File: src/rtl/ram_access_ctrl.sv
// Registered load/store sequencer in front of the 64x16 gate-level RAM.
// Optional MEM_CLEAR_EN: zero-fill sweep of the whole RAM after every reset.
module ram_access_ctrl #(
  parameter int AW = 6,
  parameter int DW = 16
) (
  input  logic          CLK,
  input  logic          RST_N,
  input  logic          REQ_VALID,
  output logic          REQ_READY,
  input  logic          REQ_WE,
  input  logic [AW-1:0] REQ_ADDR,
  input  logic [DW-1:0] REQ_WDATA,
  output logic          RSP_VALID,
  input  logic          RSP_READY,
  output logic [DW-1:0] RSP_RDATA,
  output logic          BUSY,
  output logic [DW-1:0] MEM_D,
  output logic          MEM_W,
  output logic          MEM_R,
  output logic          MEM_E,
  output logic [AW-1:0] MEM_ADDR,
  input  logic [DW-1:0] MEM_Q
);

  typedef enum logic [2:0] {
    S_IDLE = 3'd0,
    S_WR   = 3'd1,
    S_RD   = 3'd2,
    S_RSP  = 3'd3
`ifdef MEM_CLEAR_EN
    , S_INIT = 3'd4
`endif
  } state_t;

  state_t        r_state;
  state_t        w_nxt;
  logic          r_req_ready;
  logic          r_rsp_valid;
  logic [DW-1:0] r_rsp_rdata;
  logic          r_busy;
  logic [DW-1:0] r_mem_d;
  logic          r_mem_w;
  logic          r_mem_r;
  logic          r_mem_e;
  logic [AW-1:0] r_mem_addr;

  logic          w_req_ready;
  logic          w_rsp_valid;
  logic          w_busy;
  logic [DW-1:0] w_mem_d;
  logic          w_mem_w;
  logic          w_mem_r;
  logic          w_mem_e;
  logic [AW-1:0] w_mem_addr;

`ifdef MEM_CLEAR_EN
  logic [AW-1:0] r_cnt;
  logic [AW-1:0] w_cnt;
`endif

  // Output registers are loaded with the levels of the state being entered,
  // so every pin is a clean flop output with no path from REQ_*/RSP_READY.
  always_comb begin
    w_nxt       = r_state;
    w_req_ready = 1'b0;
    w_rsp_valid = 1'b0;
    w_busy      = 1'b1;
    w_mem_d     = r_mem_d;
    w_mem_w     = 1'b0;
    w_mem_r     = 1'b0;
    w_mem_e     = 1'b0;
    w_mem_addr  = r_mem_addr;
`ifdef MEM_CLEAR_EN
    w_cnt       = r_cnt;
`endif
    case (r_state)
      S_IDLE: begin
        if (REQ_VALID && r_req_ready) begin
          w_mem_addr = REQ_ADDR;
          w_mem_d    = REQ_WDATA;
          w_mem_e    = 1'b1;
          if (REQ_WE) begin
            w_nxt   = S_WR;
            w_mem_w = 1'b1;
          end else begin
            w_nxt   = S_RD;
            w_mem_r = 1'b1;
          end
        end else begin
          w_req_ready = 1'b1;
          w_busy      = 1'b0;
        end
      end
      S_WR: begin
        w_nxt       = S_IDLE;
        w_req_ready = 1'b1;
        w_busy      = 1'b0;
      end
      S_RD: begin
        w_nxt       = S_RSP;
        w_rsp_valid = 1'b1;
      end
      S_RSP: begin
        if (RSP_READY) begin
          w_nxt       = S_IDLE;
          w_req_ready = 1'b1;
          w_busy      = 1'b0;
        end else begin
          w_rsp_valid = 1'b1;
        end
      end
`ifdef MEM_CLEAR_EN
      // One zero write per cycle; the final write's levels stay on the pins
      // for one cycle after the state has already returned to IDLE.
      S_INIT: begin
        w_mem_e    = 1'b1;
        w_mem_w    = 1'b1;
        w_mem_d    = {DW{1'b0}};
        w_mem_addr = r_cnt;
        w_cnt      = r_cnt + {{(AW-1){1'b0}}, 1'b1};
        if (r_cnt == {AW{1'b1}}) begin
          w_nxt = S_IDLE;
        end else begin
          w_nxt = S_INIT;
        end
      end
`endif
      default: begin
        w_nxt       = S_IDLE;
        w_req_ready = 1'b1;
        w_busy      = 1'b0;
      end
    endcase
  end

  // State, output and load-data registers with synchronous active-low reset.
  always_ff @(posedge CLK) begin
    if (!RST_N) begin
`ifdef MEM_CLEAR_EN
      r_state     <= S_INIT;
      r_req_ready <= 1'b0;
      r_cnt       <= {AW{1'b0}};
`else
      r_state     <= S_IDLE;
      r_req_ready <= 1'b1;
`endif
      r_rsp_valid <= 1'b0;
      r_rsp_rdata <= {DW{1'b0}};
      r_busy      <= 1'b0;
      r_mem_d     <= {DW{1'b0}};
      r_mem_w     <= 1'b0;
      r_mem_r     <= 1'b0;
      r_mem_e     <= 1'b0;
      r_mem_addr  <= {AW{1'b0}};
    end else begin
      r_state     <= w_nxt;
      r_req_ready <= w_req_ready;
      r_rsp_valid <= w_rsp_valid;
      r_busy      <= w_busy;
      r_mem_d     <= w_mem_d;
      r_mem_w     <= w_mem_w;
      r_mem_r     <= w_mem_r;
      r_mem_e     <= w_mem_e;
      r_mem_addr  <= w_mem_addr;
`ifdef MEM_CLEAR_EN
      r_cnt       <= w_cnt;
`endif
      // MEM_Q is only meaningful while MEM_R is high, i.e. during RD.
      if (r_state == S_RD) begin
        r_rsp_rdata <= MEM_Q;
      end else begin
        r_rsp_rdata <= r_rsp_rdata;
      end
    end
  end

  assign REQ_READY = r_req_ready;
  assign RSP_VALID = r_rsp_valid;
  assign RSP_RDATA = r_rsp_rdata;
  assign BUSY      = r_busy;
  assign MEM_D     = r_mem_d;
  assign MEM_W     = r_mem_w;
  assign MEM_R     = r_mem_r;
  assign MEM_E     = r_mem_e;
  assign MEM_ADDR  = r_mem_addr;

endmodule
File: config.mk
export PLATFORM = sky130hd
export DESIGN_NAME = ram_access_ctrl
export DESIGN_NICKNAME = d
export VERILOG_FILES = /design/src/rtl/ram_access_ctrl.sv
export SDC_FILE = /design/constraint.sdc
export NUM_CORES = 1
export LEC_CHECK = 0
export CORE_ASPECT_RATIO = 1.4
export CORE_MARGIN = 5
export CORE_UTILIZATION = 42
export CTS_BUF_LIST = sky130_fd_sc_hd__clkbuf_16
export CTS_CLUSTER_DIAMETER = 30
export DETAILED_ROUTE_END_ITERATION = 12
export HOLD_SLACK_MARGIN = 0.06
export PLACE_DENSITY = 0.85
export REMOVE_ABC_BUFFERS = 1
export SLEW_MARGIN = 20
export SYNTH_ARGS = -nofsm -noshare
export SYNTH_HDL_FRONTEND = slang
export SYNTH_SLANG_ARGS = --single-unit
File: constraint.sdc
create_clock -name CLK -period 3.1 [get_ports CLK]
set_input_delay 0.62 -clock CLK [delete_from_list [all_inputs] [get_ports CLK]]
set_output_delay 0.62 -clock CLK [all_outputs]
set_load 0.03 [all_outputs]
==> summary.md, run 1 <==
| Metric | Value |
|---|---|
| CP Class | `flip-flop to output pin` |
| Post-synthesis sequential area ratio | `0.557` |
| Slew Limit Fails | `0` |
| Synth warnings | `0` |
| Top post-synthesis cells by count | `nand2_1, dfxtp_1, nand3_1` |
| Area of the multi-input gates | `between 600 and 700 sq um` |
| # rows | `27` |
| Clock Tree Buf Depth | `2` |
| Leading area contributor after synthesis | `dfxtp_1` |
| Post-synth EDFFs | `0` |
| Max Clk Rate | `around 520 MHz` |
| DP Area | `0.00250 sq mm` |
| GP Congestion | `approximately 0.68` |
| Yosys reg bits | `46` |
| # diodes | `0` |
| Fin crit period | `~1.9 ns` |
| Final-layout fill cell count | `between 300 and 400` |
| Hold Crit Class | `flip-flop to flip-flop` |
| Residual DRC count | `0` |
| Peak supply drop | `approximately 0.48 mV` |
| GRT busiest layer | `met2` |
| Post-DP HPWL | `2810 um` |
| Status | `finished clean` |
| Syn_area_per_cell | `8.66 sq um` |
| Worst-skew pair later-pin latency | `0.27 ns` |
| Clock skew | `~0.0037 ns` |
| DRT iter0 DRCs | `31` |
| Leakage | `about 0.96 nW` |
| Total Routing Usage GR | `0.148` |
| Pwr dens | `between 500 and 600 mW/mm^2` |
| Reg area | `~900 sq um` |
| Final instance area | `about 0.0026 sq mm` |
| Via count | `about 1500` |
| Worst-Margin Slew | `around 0.64 ns` |
| Unrepaired setup endpoints after global routing | `no` |
| Critical path startpoint category | `flip-flop` |
| Setup TNS | `0 ns` |
| Die width | `approximately 63 um` |
| Final Cycle Share | `0.621` |
| Dominant cell by count in the synthesized netlist | `nand2_1` |
| Final setup viols | `0` |
| WL final | `around 3800 um` |
| Max incr delay on CP | `0.68 ns` |
| Met3 Track Usage GR | `0.0750` |
| H-tree depth | `2` |
| Post-cts resize count | `0` |
| Via/cell ratio | `4.72` |
| IO Pins | `slightly below 90` |
| Chip height | `~84 um` |
| Number of I/O port buffers | `86` |
| Top FF cell, synth | `dfxtp_1` |
| Setup Buffers After CTS | `0` |
| Hold Violations, Final | `0` |
| CTS tree | `built` |
| Met2 GRT Util | `0.257` |
| Routed Antenna Nets | `0` |
| Vias in the first global route | `1405` |
| Cells after Synth | `191` |
| Grt ovf | `0` |
| WL per Instance | `~12 um` |
| Critical path, cell by cell | `clkdlybuf4s50_1` |
| CTS Hold Buffers Added | `0` |
| First-pass GRT wire length | `between 6000 and 7000 um` |
| Critical Path RT | `2.48 ns` |
| Die Footprint | `0.00531 sq mm` |
| Clock-pin slew on the worst setup and hold paths | `approximately 0.06 ns` |
| Dominant cells by area after synthesis | `dfxtp_1, nand2_1, nand3_1` |
| Slowest-stage cell, CP | `clkdlybuf4s50_1` |
| Clk sink count | `between 40 and 50` |
| Max-cap check violation count | `0` |
| Critical path capture point type | `output pin` |
| Root Buffer | `clkbuf_16` |
| Post-Syn Area | `roughly 0.0017 sq mm` |
| Delay-heaviest family, CP | `buffers and inverters` |
| DRT Pass-1 Iters | `4` |
| Layout cells sized above 1 | `0.0406` |
| Final net count | `about 310` |
| Largest net degree at the start of global routing | `47` |
| GR Util met1 | `0.153` |
| CP Data Arrival Time | `1.31 ns` |
| Synth unique cells | `23` |
| Relative max-transition margin | `0.572` |
| Initial antenna violation count | `0` |
| Asr flop ratio synth | `0` |
| Initial Util | `0.426` |
| Crit-path max FO | `3` |
| Core footprint | `between 0.003 and 0.004 sq mm` |
| Worst Path Buf+Inv | `1` |
| Area grow syn2layout | `59.8%` |
| Post-synth top area share | `0.557` |
| Final worst hold slack | `about 0.45 ns` |
| CTS buffer count | `5` |
final timing paths:
| check | cells after the start | endpoint | startpoint | slack, ns |
|---|---|---|---|---|
| setup reg to reg | 4 | MEM_R$_SDFF_PN0_ | r_state[0]$_SDFFE_PN0P_ | 1.69 |
| setup / recovery | 1 | REQ_READY | REQ_READY$_SDFF_PN1_ | 1.17 |
| hold reg to reg | 2 | MEM_D[1]$_SDFFE_PN0P_ | MEM_D[1]$_SDFFE_PN0P_ | 0.45 |
| hold / removal | 2 | MEM_D[1]$_SDFFE_PN0P_ | MEM_D[1]$_SDFFE_PN0P_ | 0.45 |
layout by cell type, fill, tap and decap left out:
master            n
a21boi_1          3
nand2_1          54
o21ai_0           5
a21boi_0         14
buf_4             2
clkdlybuf4s50_1  85
and3b_1           1
o21a_1            1
and2b_1           1
nand2b_1          1
clkinv_1          1
a21oi_1           1
nor2b_2           1
buf_2             1
inv_1             2
and2_1            2
dfxtp_1          46
o21ai_1          18
and3_1            1
nor4bb_4          1
clkbuf_16         5
nand3_1          22
clkinv_2          1
nor2b_1           2
flip-flops by register name (all words and copies together) (netlist names):
register,flops
MEM_W,1
RSP_RDATA,16
MEM_R,1
r_state,2
MEM_ADDR,6
REQ_READY,1
BUSY,1
MEM_D,16
RSP_VALID,1
MEM_E,1
stage by stage:
| step | power (W) | instances | util | setup slack (ns) |
|---|---|---|---|---|
| 6_report | 0.00143 | 314 | 0.680 | 1.17 |
| 3_5_place_dp | 0.000961 | 306 | 0.644 | 1.01 |
| 5_1_grt | 0.00152 | 314 | 0.680 | 1.12 |
| 2_1_floorplan | 0.000800 | 175 | - | -1.20 |
| 4_1_cts | 0.00146 | 314 | 0.680 | 1.16 |
| 3_3_place_gp | 0.000957 | 306 | 0.644 | 1.06 |
logic make-up after synthesis:
group	Yosys count	share of synthesized area
buffers and inverters	17	0.0575
AOI/OAI and AO/OA	42	0.154
and+or+nand+nor	86	0.231
DFF	46	0.557
layer usage:
| layer | wire length [um] | vias to the layer above | part of all wire |
|---|---|---|---|
| met5 | 0 | - | 0 |
| met4 | 38 | 0 | 0.010 |
| met3 | 387 | 4 | 0.10 |
| met2 | 1910 | 56 | 0.50 |
| met1 | 1470 | 639 | 0.39 |
| li1 | - | 782 | - |
where the power goes:
part | leakage [nW] | internal [W] | total, W | switching [W]
Clock | 0.0724 | 0.000291 | 0.000488 | 0.000197
Sequential | 0.376 | 0.000632 | 0.000652 | 0.0000198
Combinational | 0.515 | 0.000138 | 0.000294 | 0.000155
Total | 0.964 | 0.00106 | 0.00143 | 0.000372
cell type report:
| cell class | count | share of cell area |
|---|---|---|
| inverter | 1 | 0.00142 |
| clock inverter | 3 | 0.00473 |
| sequential | 46 | 0.348 |
| clock buffer | 5 | 0.0473 |
| timing repair buffer | 88 | 0.330 |
| tap | 43 | 0.0204 |
| multi-input combinational | 128 | 0.248 |
No activity file was read; power rests on OpenSTA's default activity.
==> run 2: changes to the inputs <==
--- a/config.mk
+++ b/config.mk
@@ -7,12 +7,12 @@
 export LEC_CHECK = 0
 export CORE_ASPECT_RATIO = 1.4
 export CORE_MARGIN = 5
-export CORE_UTILIZATION = 42
+export CORE_UTILIZATION = 39
 export CTS_BUF_LIST = sky130_fd_sc_hd__clkbuf_16
 export CTS_CLUSTER_DIAMETER = 30
 export DETAILED_ROUTE_END_ITERATION = 12
 export HOLD_SLACK_MARGIN = 0.06
-export PLACE_DENSITY = 0.85
+export PLACE_DENSITY = 0.8
 export REMOVE_ABC_BUFFERS = 1
 export SLEW_MARGIN = 20
 export SYNTH_ARGS = -nofsm -noshare
==> constraint.sdc (replaced) <==
create_clock -name CLK -period 1.8 [get_ports CLK]
set_input_delay 0.36 -clock CLK [delete_from_list [all_inputs] [get_ports CLK]]
set_output_delay 0.36 -clock CLK [all_outputs]
set_load 0.03 [all_outputs]
==> summary.md, run 2 (synthesized netlist as in run 1, its figures left out) <==
| Metric | Value |
|---|---|
| Critical path startpoint category | `flip-flop` |
| Final-layout fill cell count | `373` |
| Seq pwr share | `0.454` |
| Internal reg-to-reg setup slack | `between 0.4 and 0.5 ns` |
| Clock skew | `0.00341 ns` |
| Worst-Margin Slew | `0.593 ns` |
| Slew Limit Fails | `0` |
| Worst-skew pair later-pin latency | `approximately 0.28 ns` |
| Final net count | `around 320` |
| Clk sink count | `46` |
| Most common cell after layout, fill and taps aside | `clkdlybuf4s50_1` |
| Switch Pwr | `approximately 0.00064 W` |
| Status | `finished clean` |
| Overall power | `0.00247 W` |
| DRT iter0 DRCs | `37` |
| Via count | `1507` |
| Layout cells sized above 1 | `0.0440` |
| CP Data Arrival Time | `~1.3 ns` |
| Worst Path Buf+Inv | `1` |
| Max-cap check violation count | `0` |
| Routed Antenna Nets | `0` |
| Critical Path RT | `~1.4 ns` |
| H-tree depth | `2` |
| Switch share | `0.258` |
| Critical path, cell by cell | `clkdlybuf4s50_1` |
| Setup crit end | `REQ_READY` |
| CTS buffer count | `5` |
| Root Buffer | `clkbuf_16` |
| Fin crit period | `1.66 ns` |
| Chip height | `87.1 um` |
| Leakage | `about 0.99 nW` |
| Final Non-Filler Cells | `between 300 and 400` |
| # rows | `28` |
| Critical path capture point type | `output pin` |
| FF-to-FF path depth | `3` |
| Peak supply drop | `slightly below 0.8 mV` |
| CP Class | `flip-flop to output pin` |
| P_int | `0.00184 W` |
| Final setup viols | `0` |
| Hold Violations, Final | `0` |
| Initial antenna violation count | `0` |
| GP Congestion | `approximately 0.7` |
| Critical path startpoint | `REQ_READY$_SDFF_PN1_` |
| Setup Buffers After CTS | `0` |
| Crit-path max FO | `3` |
| CTS Hold Buffers Added | `0` |
| Clock-pin slew on the worst setup and hold paths | `about 0.05 ns` |
| Max incr delay on CP | `approximately 0.7 ns` |
| Reg2reg start | `r_state[0]$_SDFFE_PN0P_` |
| WP depth | `1` |
| Post-cts resize count | `0` |
| Most frequent cells in the layout | `clkdlybuf4s50_1, nand2_1, dfxtp_1` |
| Grt ovf | `0` |
| Unrepaired setup endpoints after global routing | `no` |
| Relative max-transition margin | `0.604` |
| # diodes | `0` |
| Clock Power Share | `0.334` |
| WL final | `~4000 um` |
| Die width | `~65 um` |
| IO Pins | `87` |
| Post-DP HPWL | `3000 um` |
| Total Routing Usage GR | `0.144` |
| Comb power frac | `0.212` |
| DRT Pass-1 Iters | `4` |
| First-pass GRT wire length | `6330 um` |
| WL per Instance | `12.5 um` |
| Vias in the first global route | `~1500` |
| Number of I/O port buffers | `86` |
| Die Footprint | `0.00566 sq mm` |
| Hold Crit Class | `flip-flop to flip-flop` |
| Reg2reg end | `RSP_RDATA[0]$_SDFFE_PN0N_` |
| Placed insts | `between 300 and 400` |
| Via/cell ratio | `around 4.7` |
| Core footprint | `around 0.0042 sq mm` |
| Largest net degree at the start of global routing | `45` |
| Area grow syn2layout | `62.3%` |
| Slowest-stage cell, CP | `clkdlybuf4s50_1` |
| Delay-heaviest family, CP | `buffers and inverters` |
| Max Clk Rate | `roughly 600 MHz` |
| Final Cycle Share | `0.923` |
| CTS tree | `built` |
| Initial Util | `0.397` |
| Residual DRC count | `0` |
| Clock Tree Buf Depth | `2` |
| Pwr dens | `just over 900 mW/mm^2` |
## run 2: cell types whose count changed in the layout (fill, tap and decap cells not counted), sizes merged
cell and delta:
buf +3, clkinv -2, inv +1
## run 2: power by group through the flow
stage | clock, W | sequential, W | combinational, W
after floorplan | 0 | 0.00127 | 0.000106
after global placement | 0 | 0.00114 | 0.000523
after detailed placement | 0 | 0.00115 | 0.000529
after CTS | 0.000861 | 0.00112 | 0.000530
after global routing | 0.000898 | 0.00113 | 0.000559
final | 0.000827 | 0.00112 | 0.000524
## run 2: through the flow
step | cell area, sq um | worst slack, ns | hold WS, ns | setup TNS (ns) | utilization
2_1_floorplan | 1560 | -2.50 | 0.468 | -59.19 | -
3_3_place_gp | 2550 | 0.192 | 0.434 | 0 | 0.612
3_5_place_dp | 2550 | 0.130 | 0.441 | 0 | 0.612
4_1_cts | 2690 | 0.120 | 0.449 | 0 | 0.644
5_1_grt | 2690 | 0.0893 | 0.469 | 0 | 0.644
6_report | 2690 | 0.139 | 0.447 | 0 | 0.644
## run 2: area by class of cell
| class | count | area (sq um) | area share |
|---|---|---|---|
| tap | 45 | 56.3 | 0.0210 |
| timing repair buffer | 91 | 918 | 0.342 |
| multi-input combinational | 128 | 653 | 0.243 |
| clock buffer | 5 | 125 | 0.0466 |
| inverter | 1 | 3.75 | 0.00140 |
| clock inverter | 2 | 7.51 | 0.00280 |
| sequential | 46 | 921 | 0.343 |
## run 2: how the worst min path moves through the flow
| stage | start | to | slack [ns] | cells past startpoint |
|---|---|---|---|---|
| 6_report | MEM_ADDR[4]$_SDFFE_PN0P_ | MEM_ADDR[4]$_SDFFE_PN0P_ | 0.45 | 2 |
| 5_1_grt | MEM_ADDR[4]$_SDFFE_PN0P_ | MEM_ADDR[4]$_SDFFE_PN0P_ | 0.47 | 2 |
| 4_1_cts | MEM_D[9]$_SDFFE_PN0P_ | MEM_D[9]$_SDFFE_PN0P_ | 0.45 | 2 |
| 3_5_place_dp | MEM_D[9]$_SDFFE_PN0P_ | MEM_D[9]$_SDFFE_PN0P_ | 0.44 | 2 |
| 3_3_place_gp | MEM_ADDR[0]$_SDFFE_PN0P_ | MEM_ADDR[0]$_SDFFE_PN0P_ | 0.43 | 2 |
| 2_1_floorplan | RST_N | REQ_READY$_SDFF_PN1_ | 0.47 | 1 |
## run 2: per-layer routing
| metal | track usage | routed length, um | vias up |
|---|---|---|---|
| li1 | - | - | 792 |
| met1 | 0.147 | 1580 | 662 |
| met2 | 0.253 | 2020 | 51 |
| met3 | 0.0711 | 372 | 2 |
| met4 | 0.0509 | 20 | 0 |
| met5 | 0 | 0 | - |
